<file path="src/rtl/frame_feature_extractor.sv">
// frame_feature_extractor
// Streams one frame of NUM_SEG segments of 2^SEG_LEN_LOG2 signed samples and
// produces per-segment mean and variance. The results are published as one
// double-buffered vector with a single-cycle valid pulse.
module frame_feature_extractor #(
  parameter int SAMPLE_W     = 12,
  parameter int SEG_LEN_LOG2 = 8,
  parameter int NUM_SEG      = 13,
  parameter int FEAT_W       = 12
) (
  input  logic                       clk,
  input  logic                       rst,
  input  logic                       start,
  input  logic signed [SAMPLE_W-1:0] sample_in,
  input  logic                       sample_valid,
  output logic                       sample_ready,
  output logic                       busy,
  output logic        [FEAT_W-1:0]   features [2*NUM_SEG],
  output logic                       features_valid
);

  localparam int SUM_W    = SAMPLE_W + SEG_LEN_LOG2;
  localparam int SQ_W     = 2 * SAMPLE_W + SEG_LEN_LOG2;
  localparam int SEG_W    = (NUM_SEG > 1) ? $clog2(NUM_SEG) : 1;
  localparam int MSQ_W    = 2 * SUM_W;
  localparam int VAR_W    = ((MSQ_W > SQ_W) ? MSQ_W : SQ_W) + 2;
  localparam int MEAN_MAX = 2 ** (FEAT_W - 1) - 1;
  localparam int MEAN_MIN = -(2 ** (FEAT_W - 1));
  localparam int VAR_MAX  = 2 ** FEAT_W - 1;

  typedef enum logic [1:0] {IDLE, ACCUM, CALC, DONE} state_t;

  state_t                      r_state;
  state_t                      w_nextState;

  logic signed [SUM_W-1:0]     r_sum;
  logic        [SQ_W-1:0]      r_sumSq;
  logic [SEG_LEN_LOG2-1:0]     r_count;
  logic        [SEG_W-1:0]     r_seg;
  logic        [FEAT_W-1:0]    r_bank     [2*NUM_SEG];
  logic        [FEAT_W-1:0]    r_features [2*NUM_SEG];
  logic                        r_featuresValid;

  logic                        w_accept;
  logic                        w_lastSample;
  logic                        w_lastSeg;
  logic signed [2*SAMPLE_W-1:0] w_sampleSq;
  logic signed [SUM_W-1:0]     w_mean;
  logic signed [MSQ_W-1:0]     w_meanSq;
  logic        [SQ_W-1:0]      w_sqAvg;
  logic signed [VAR_W-1:0]     w_varRaw;
  logic        [FEAT_W-1:0]    w_meanSat;
  logic        [FEAT_W-1:0]    w_varSat;

  // Acceptance is decoded from the registered state so ready never loops back into itself.
  assign w_accept     = sample_valid && (r_state == ACCUM);
  assign w_lastSample = w_accept && (r_count == {SEG_LEN_LOG2{1'b1}});
  assign w_lastSeg    = (r_seg == SEG_W'(NUM_SEG - 1));
  assign w_sampleSq   = sample_in * sample_in;

  // Segment statistics: floor mean, then E[x^2] - mean^2 at a width that cannot wrap.
  always_comb begin
    w_mean   = r_sum >>> SEG_LEN_LOG2;
    w_meanSq = w_mean * w_mean;
    w_sqAvg  = r_sumSq >> SEG_LEN_LOG2;
    w_varRaw = $signed(VAR_W'(w_sqAvg)) - VAR_W'(w_meanSq);
  end

  // Clamp mean into signed FEAT_W range and variance into [0, 2^FEAT_W-1].
  always_comb begin
    w_meanSat = w_mean[FEAT_W-1:0];
    if (w_mean > $signed(SUM_W'(MEAN_MAX))) begin
      w_meanSat = {1'b0, {(FEAT_W-1){1'b1}}};
    end else if (w_mean < $signed(SUM_W'(MEAN_MIN))) begin
      w_meanSat = {1'b1, {(FEAT_W-1){1'b0}}};
    end
    w_varSat = w_varRaw[FEAT_W-1:0];
    if (w_varRaw < 0) begin
      w_varSat = '0;
    end else if (w_varRaw > $signed(VAR_W'(VAR_MAX))) begin
      w_varSat = '1;
    end
  end

  // State register.
  always_ff @(posedge clk) begin
    if (rst) begin
      r_state <= IDLE;
    end else begin
      r_state <= w_nextState;
    end
  end

  // Next-state logic and the handshake/status outputs.
  always_comb begin
    w_nextState  = r_state;
    sample_ready = 1'b0;
    busy         = 1'b1;
    case (r_state)
      IDLE: begin
        busy = 1'b0;
        if (start) w_nextState = ACCUM;
      end
      ACCUM: begin
        sample_ready = 1'b1;
        if (w_lastSample) w_nextState = CALC;
      end
      CALC: begin
        w_nextState = w_lastSeg ? DONE : ACCUM;
      end
      DONE: begin
        w_nextState = IDLE;
      end
      default: begin
        w_nextState = IDLE;
      end
    endcase
  end

  // Accumulators, working bank and the published feature bank.
  always_ff @(posedge clk) begin
    if (rst) begin
      r_sum           <= '0;
      r_sumSq         <= '0;
      r_count         <= '0;
      r_seg           <= '0;
      r_featuresValid <= 1'b0;
      for (int i = 0; i < 2 * NUM_SEG; i++) begin
        r_bank[i]     <= '0;
        r_features[i] <= '0;
      end
    end else begin
      r_featuresValid <= 1'b0;
      case (r_state)
        IDLE: begin
          if (start) begin
            r_sum   <= '0;
            r_sumSq <= '0;
            r_count <= '0;
            r_seg   <= '0;
          end
        end
        ACCUM: begin
          if (w_accept) begin
            r_sum   <= r_sum + SUM_W'(sample_in);
            r_sumSq <= r_sumSq + SQ_W'($unsigned(w_sampleSq));
            r_count <= r_count + SEG_LEN_LOG2'(1);
          end
        end
        CALC: begin
          r_bank[int'(r_seg)]           <= w_meanSat;
          r_bank[NUM_SEG + int'(r_seg)] <= w_varSat;
          r_sum   <= '0;
          r_sumSq <= '0;
          r_count <= '0;
          if (!w_lastSeg) r_seg <= r_seg + SEG_W'(1);
        end
        DONE: begin
          for (int i = 0; i < 2 * NUM_SEG; i++) begin
            r_features[i] <= r_bank[i];
          end
          r_featuresValid <= 1'b1;
        end
        default: begin
        end
      endcase
    end
  end

  assign features       = r_features;
  assign features_valid = r_featuresValid;

endmodule

</file>
<file path="config.mk">
export PLATFORM = sky130hd
export DESIGN_NAME = frame_feature_extractor
export DESIGN_NICKNAME = d
export VERILOG_FILES = /design/src/rtl/frame_feature_extractor.sv
export SDC_FILE = /design/constraint.sdc
export NUM_CORES = 2
export LEC_CHECK = 0
export CORE_MARGIN = 8
export CORE_UTILIZATION = 41
export DETAILED_ROUTE_END_ITERATION = 16
export SLEW_MARGIN = 10
export SYNTH_ARGS = -nofsm -noshare
export SYNTH_HDL_FRONTEND = slang
export SYNTH_SLANG_ARGS = --single-unit
</file>
<file path="constraint.sdc">
create_clock -name clk -period 25 [get_ports clk]
set_input_delay 5 -clock clk [delete_from_list [all_inputs] [get_ports clk]]
set_output_delay 5 -clock clk [all_outputs]
set_load 0.005 [all_outputs]
</file>
* Word-level counts from Yosys, hierarchy flattened
Memories as Yosys holds them, arrays and structs flattened. A register that Yosys moved wholly into a read port is not among the register bits.
Index checks and enable logic that the tools add are counted.
Widths: inputs -> output; s select.
** Storage, ports and cells
- Flip-flop bits (word level) :: 67
- RAM bits :: 312
- Input port bits :: 16
- Output and inout bits :: 315
- Logic and storage cells :: 72
- Memories :: 1
** Memories
- r_bank :: depth 26, width 12, read ports 26, clocked after memory_dff 26, wr ports 26, RTL line 40 : logic [FEAT_W-1:0] r_bank [2*NUM_SEG];
** Cells by class
- $add $sub $neg :: 6
- $mul :: 2
- Magnitude comparators :: 4
- Equality and inequality tests :: 9
- Muxes and demuxes :: 34
- Reduce and logical (&&, ||, !) cells :: 10
** Operator list (count)
- $pmux 32 s3 :: 1
- $mux 12 :: 6
- $mux 32 :: 2
- $pmux 20 s3 :: 1
- $mul 12x12->24 :: 2
- $mux 20 :: 2
- $add 32x24->32 :: 1
- $gt 26x13->1 const B :: 1
- $lt 26x1->1 const B :: 1
- $sub 25x24->26 :: 1
- $pmux 8 s3 :: 1
- $reduce_or 12->1 :: 2
- $add 20x12->20 :: 1
- $mux 8 :: 2
- $gt 12x12->1 const B :: 1
- $lt 12x12->1 const B :: 1
- $mux 1 :: 10
- $mux 5 :: 2
- $add 8x1->8 const B :: 1
- $eq 8x8->1 const B :: 1
- $mux 4 :: 2
- $ne 2x2->1 const B :: 4
- $pmux 2 s4 :: 1
- $pmux 4 s2 :: 1
- other kinds (12) :: 17

* Logic depth before layout (Yosys ltp)
- Word-level depth :: 6
- Gate-level depth with buffers :: 31
- Mapped depth without buffers :: 30

* Worst setup path after synthesis
No wires, ideal clock.
- Path kind :: input to register
- From :: in sample_in[11]
- To :: reg r_sumSq[23]
- Arrival time :: 11437 ps
- Setup slack :: 13434 ps
- Stages :: 30
- Path buffers :: 3
- Cells stage by stage :: clkbuf_1 -> clkbuf_1 -> and2_1 -> fa_1 -> ha_1 -> inv_1 -> fa_1 -> inv_1 -> fa_1 -> inv_1 -> fa_1 -> inv_1 -> ha_1 -> buf_1 -> and3_1 -> a21oi_1 -> o21ai_0 -> nor4_1 -> nor3_1 -> a21oi_1 -> xnor2_1 -> ha_1 -> a21oi_1 -> nor2b_1 -> o21a_1 -> a31o_2 -> a211o_1 -> a21oi_1 -> xor2_1 -> o21ai_0
** Between the ends
- Cells in the longest elaborated chain, start to end :: 4
** Ends and longest elaborated chain
- start, declared :: RTL line 14 : input logic signed [SAMPLE_W-1:0] sample_in,
- $mul 12x12->24 :: RTL line 59 : assign w_sampleSq = sample_in * sample_in;
- $add 32x24->32 :: RTL line 146 : r_sumSq <= r_sumSq + SQ_W'($unsigned(w_sampleSq));
- $mux 32 :: RTL line 144 : if (w_accept) begin
- $pmux 32 s3 :: RTL line 134 : case (r_state)
- end signal, assigned :: RTL line 146
- end, declared :: RTL line 37 : logic [SQ_W-1:0] r_sumSq;
No other way between the ends. The select of a mux whose other input is x is not followed.
A chain may end at the register's enable or synchronous reset.

* Worst setup path in the final report
- From :: in sample_in[11]
- To :: reg r_sumSq[26]
The elaborated chain is that of the path after synthesis.

==> impl_metrics.py <==
metrics = {
    "global_routing": {
        "antenna_found_initial": 0,
        "grt_overflow": 0,
        "grt_pass1_wl_um": 167000,
        "grt_start_max_net_pins": 179,
        "grtUsageTotal_pct": 20.6,
        "first_global_vias": 28000,
    },
    "layout": {
        "area_growth_pct": 17.8,
        "finish.net_count": 4666,
        "layout.cells.most_common": "nand2_1",
        "antenna_cells": 0,
        "drive_gt1_share_pct": 4.89,
        "most-common-layout-cells": "nand2_1 (802), a21oi_1 (399), dfxtp_1 (378)",
    },
    "timing": {
        "slew_violations": 0,
        "tns_ns": 0,
        "hold_viol": 0,
        "worst_slack_ns": 13.20,
        "clock.fmax_ghz": 0.0847,
        "tightest_slew_ns": 1.18,
        "skew_ns": 0.0482,
        "finalSetupViolations": 0,
        "slew_headroom_pct": 21.2,
        "fin_crit_ns": 11.80,
        "fin_crit_sh_pct": 47.2,
        "rsz0062_at_grt": "false",
    },
    "routing": {
        "wirelength_met1_um": 46400,
        "wl_per_cell_um": 19.5,
        "via_count": 28400,
        "vias_per_cell": 5.14,
        "top_layer_used": "met4",
        "drcViolationCount": 0,
        "drtIter0Drc": 2067,
        "dr.pass1.iters": 7,
        "ant_nets": 0,
        "detailroute.wirelength.met3_um": 6310,
        "met2WireLength_um": 51500,
        "drt-total-wl_um": 108000,
    },
    "synthesis": {
        "synth-seq-area-share_pct": 44.3,
        "synth_top_cell_area_share_pct": 24.5,
        "synth_top_area_cell": "edfxtp_1",
        "synthCells": 3996,
        "yosysUniqueCellTypes": 73,
        "ys.flop_type": "dfxtp_1",
        "syn_nets": 4454,
        "synthArstFlopShare_pct": 0,
        "synth_edf_count": 312,
        "synth_area_leaders": "edfxtp_1 (24%), dfxtp_1 (20%), fa_1 (14%)",
        "synth_area_mm2": 0.0382,
        "ys_warn_count": 0,
        "synth_area_per_cell_um2": 9.57,
        "ys_ff_latch": 691,
    },
    "critical_path": {
        "crit_type": "primary input to register",
        "slowest_stage": "ha_1",
        "crit_required_ns": 25.51,
        "endpoint": "r_sumSq[26]$_SDFFE_PP0P_",
        "r2r-end": "r_bank[14][1]$_DFFE_PP_",
        "r2r.worst_path.cells": 22,
        "crit_path_max_incr_delay_ns": 0.65,
        "cp.depth": 29,
        "crit_buf_inv": 6,
        "crit_path_start_kind": "primary input",
        "cp.arrival_ns": 12.31,
        "path_delay_family": "adder cells",
        "r2r_setup_slack_ns": 15.95,
        "startpoint": "sample_in[11]",
        "r2r_start": "r_sum[13]$_SDFFE_PP0P_",
        "worstSetupEndpointType": "register",
        "path_max_fanout": 38,
    },
    "floorplanning": {
        "num_io_pins": 331,
        "coreArea_mm2": 0.0929,
        "die_area_mm2": 0.103,
        "start_util_pct": 41.2,
        "rows": 112,
        "die_w_um": 321,
        "die_y_um": 321,
    },
    "pwr": {
        "powerDensity_mw_per_mm2": 114,
        "cellLeakagePower_nw": 17.7,
        "ir_worst_vdd_mv": 0.161,
    },
    "clocking": {
        "ctsHoldBuffers": 0,
        "clockBufferDepth": 3,
        "cts_tree": "built",
        "path_clk_slew_ns": 0.06,
        "htree_levels": 3,
        "cts-root-buf": "clkbuf_16",
        "cts_made_buffers": 77,
        "cts_sinks": 691,
        "insertion_delay_ns": 0.68,
        "ctsResizeCount": 0,
        "postCtsSetupBuffers": 0,
    },
    "place": {
        "dpl.hpwl_um": 72700,
        "gp_congestion": 0.857,
        "io_buffers": 330,
        "dp_slack_ns": 12.56,
    },
    "min_path": {
        "hold_path_class": "register to register",
        "worstHoldStart": "features[262]$_SDFFE_PP0P_",
    },
    "outcome": {
        "status": "finished, final reports clean",
    },
    "flow_run": {
        "max_cap_violations": 0,
    },
}
==> sequential cells by signal (all words and copies together) (netlist names) <==
signal	cells
features_valid	1
r_count	8
r_seg	4
r_sum	20
r_state	2
r_sumSq	32
features	312
r_bank	312
==> through the flow <==
| step | util, % | cell area, um^2 | std cells | hold WS [ns] | total power [mW] |
|---|---|---|---|---|---|
| global placement | 45.7 | 42500 | 5383 | 0.441 | 3.98 |
| global route | 48.5 | 45000 | 5527 | 0.469 | 5.53 |
| floorplan | - | 38200 | 3996 | 0.436 | 3.40 |
| CTS | 48.5 | 45000 | 5527 | 0.454 | 5.14 |
| finish | 48.5 | 45000 | 5527 | 0.451 | 5.12 |
| detailed placement | 45.7 | 42500 | 5383 | 0.446 | 4.00 |
==> worst min path at each step <==
| stage | end | slack (ns) | cells after the start |
|---|---|---|---|
| after CTS | features[18]$_SDFFE_PP0P_ | 0.45 | 2 |
| final | features[262]$_SDFFE_PP0P_ | 0.45 | 2 |
| after global placement | features[241]$_SDFFE_PP0P_ | 0.44 | 2 |
| after floorplan | r_sumSq[0]$_SDFFE_PP0P_ | 0.44 | 2 |
| after global routing | features[238]$_SDFFE_PP0P_ | 0.47 | 2 |
| after detailed placement | features[253]$_SDFFE_PP0P_ | 0.45 | 2 |
==> layout make-up <==
type                       instances  area [um^2]
clock buffer                     111         2160
clock inverter                    33          378
fill                            8737        47900
inverter                         372         1400
multi-input combinational       2692        18900
sequential                       691        17000
tap                             1254         1570
timing repair buffer             374         3650
==> cell usage after synthesis, types with 5 or more instances <==
library cell,n
nor2b_1,28
fa_1,266
a211oi_1,10
mux2i_1,7
or3_1,36
clkinv_1,8
clkbuf_1,188
buf_4,10
o21ai_0,97
nand4_1,15
o41ai_1,7
dfxtp_1,379
nor3b_1,6
nand3_1,26
inv_1,363
nor4_1,5
o21bai_1,19
xor2_1,36
edfxtp_1,312
o21a_1,14
buf_2,20
and3_1,16
a22oi_1,22
o211ai_1,8
nor3_1,78
buf_1,13
a31oi_1,11
o22ai_1,46
or2_2,16
buf_6,7
ha_1,176
a211o_1,6
a21o_1,28
a21oi_1,399
and2_1,115
o2bb2ai_1,6
a31o_2,6
nand2_1,803
nand2b_1,17
xnor2_1,64
nor2_1,251
==> kinds of logic after synthesis <==
family / synth area share [%]
and+or+nand+nor: 16.1
AOI/OAI and AO/OA: 11.0
DFF: 44.3
buffers and inverters: 6.33
adders and majority gates: 19.7
xor gates and xnor gates: 2.29
muxes: 0.213
==> worst min-delay path, delay by kind of cell, from the launching register on <==
kind	cells	cell delay, ns
compound gates	1	0.05
flops	1	0.30
simple gates	1	0.05
==> power breakdown <==
part / internal (mW) / switching [mW] / leakage, nW
Clock: 0.635 / 0.490 / 1.23
Sequential: 1.22 / 0.0253 / 6.28
Combinational: 1.14 / 1.61 / 10.2
Total: 2.99 / 2.13 / 17.7
==> layer usage <==
metal  track usage, %  up-vias
met3             2.97      170
met2             34.4      772
met4             7.38        0
li1                 -    13600
met1             27.1    13900
met5                0        -
(Power assumes the default switching activity.)
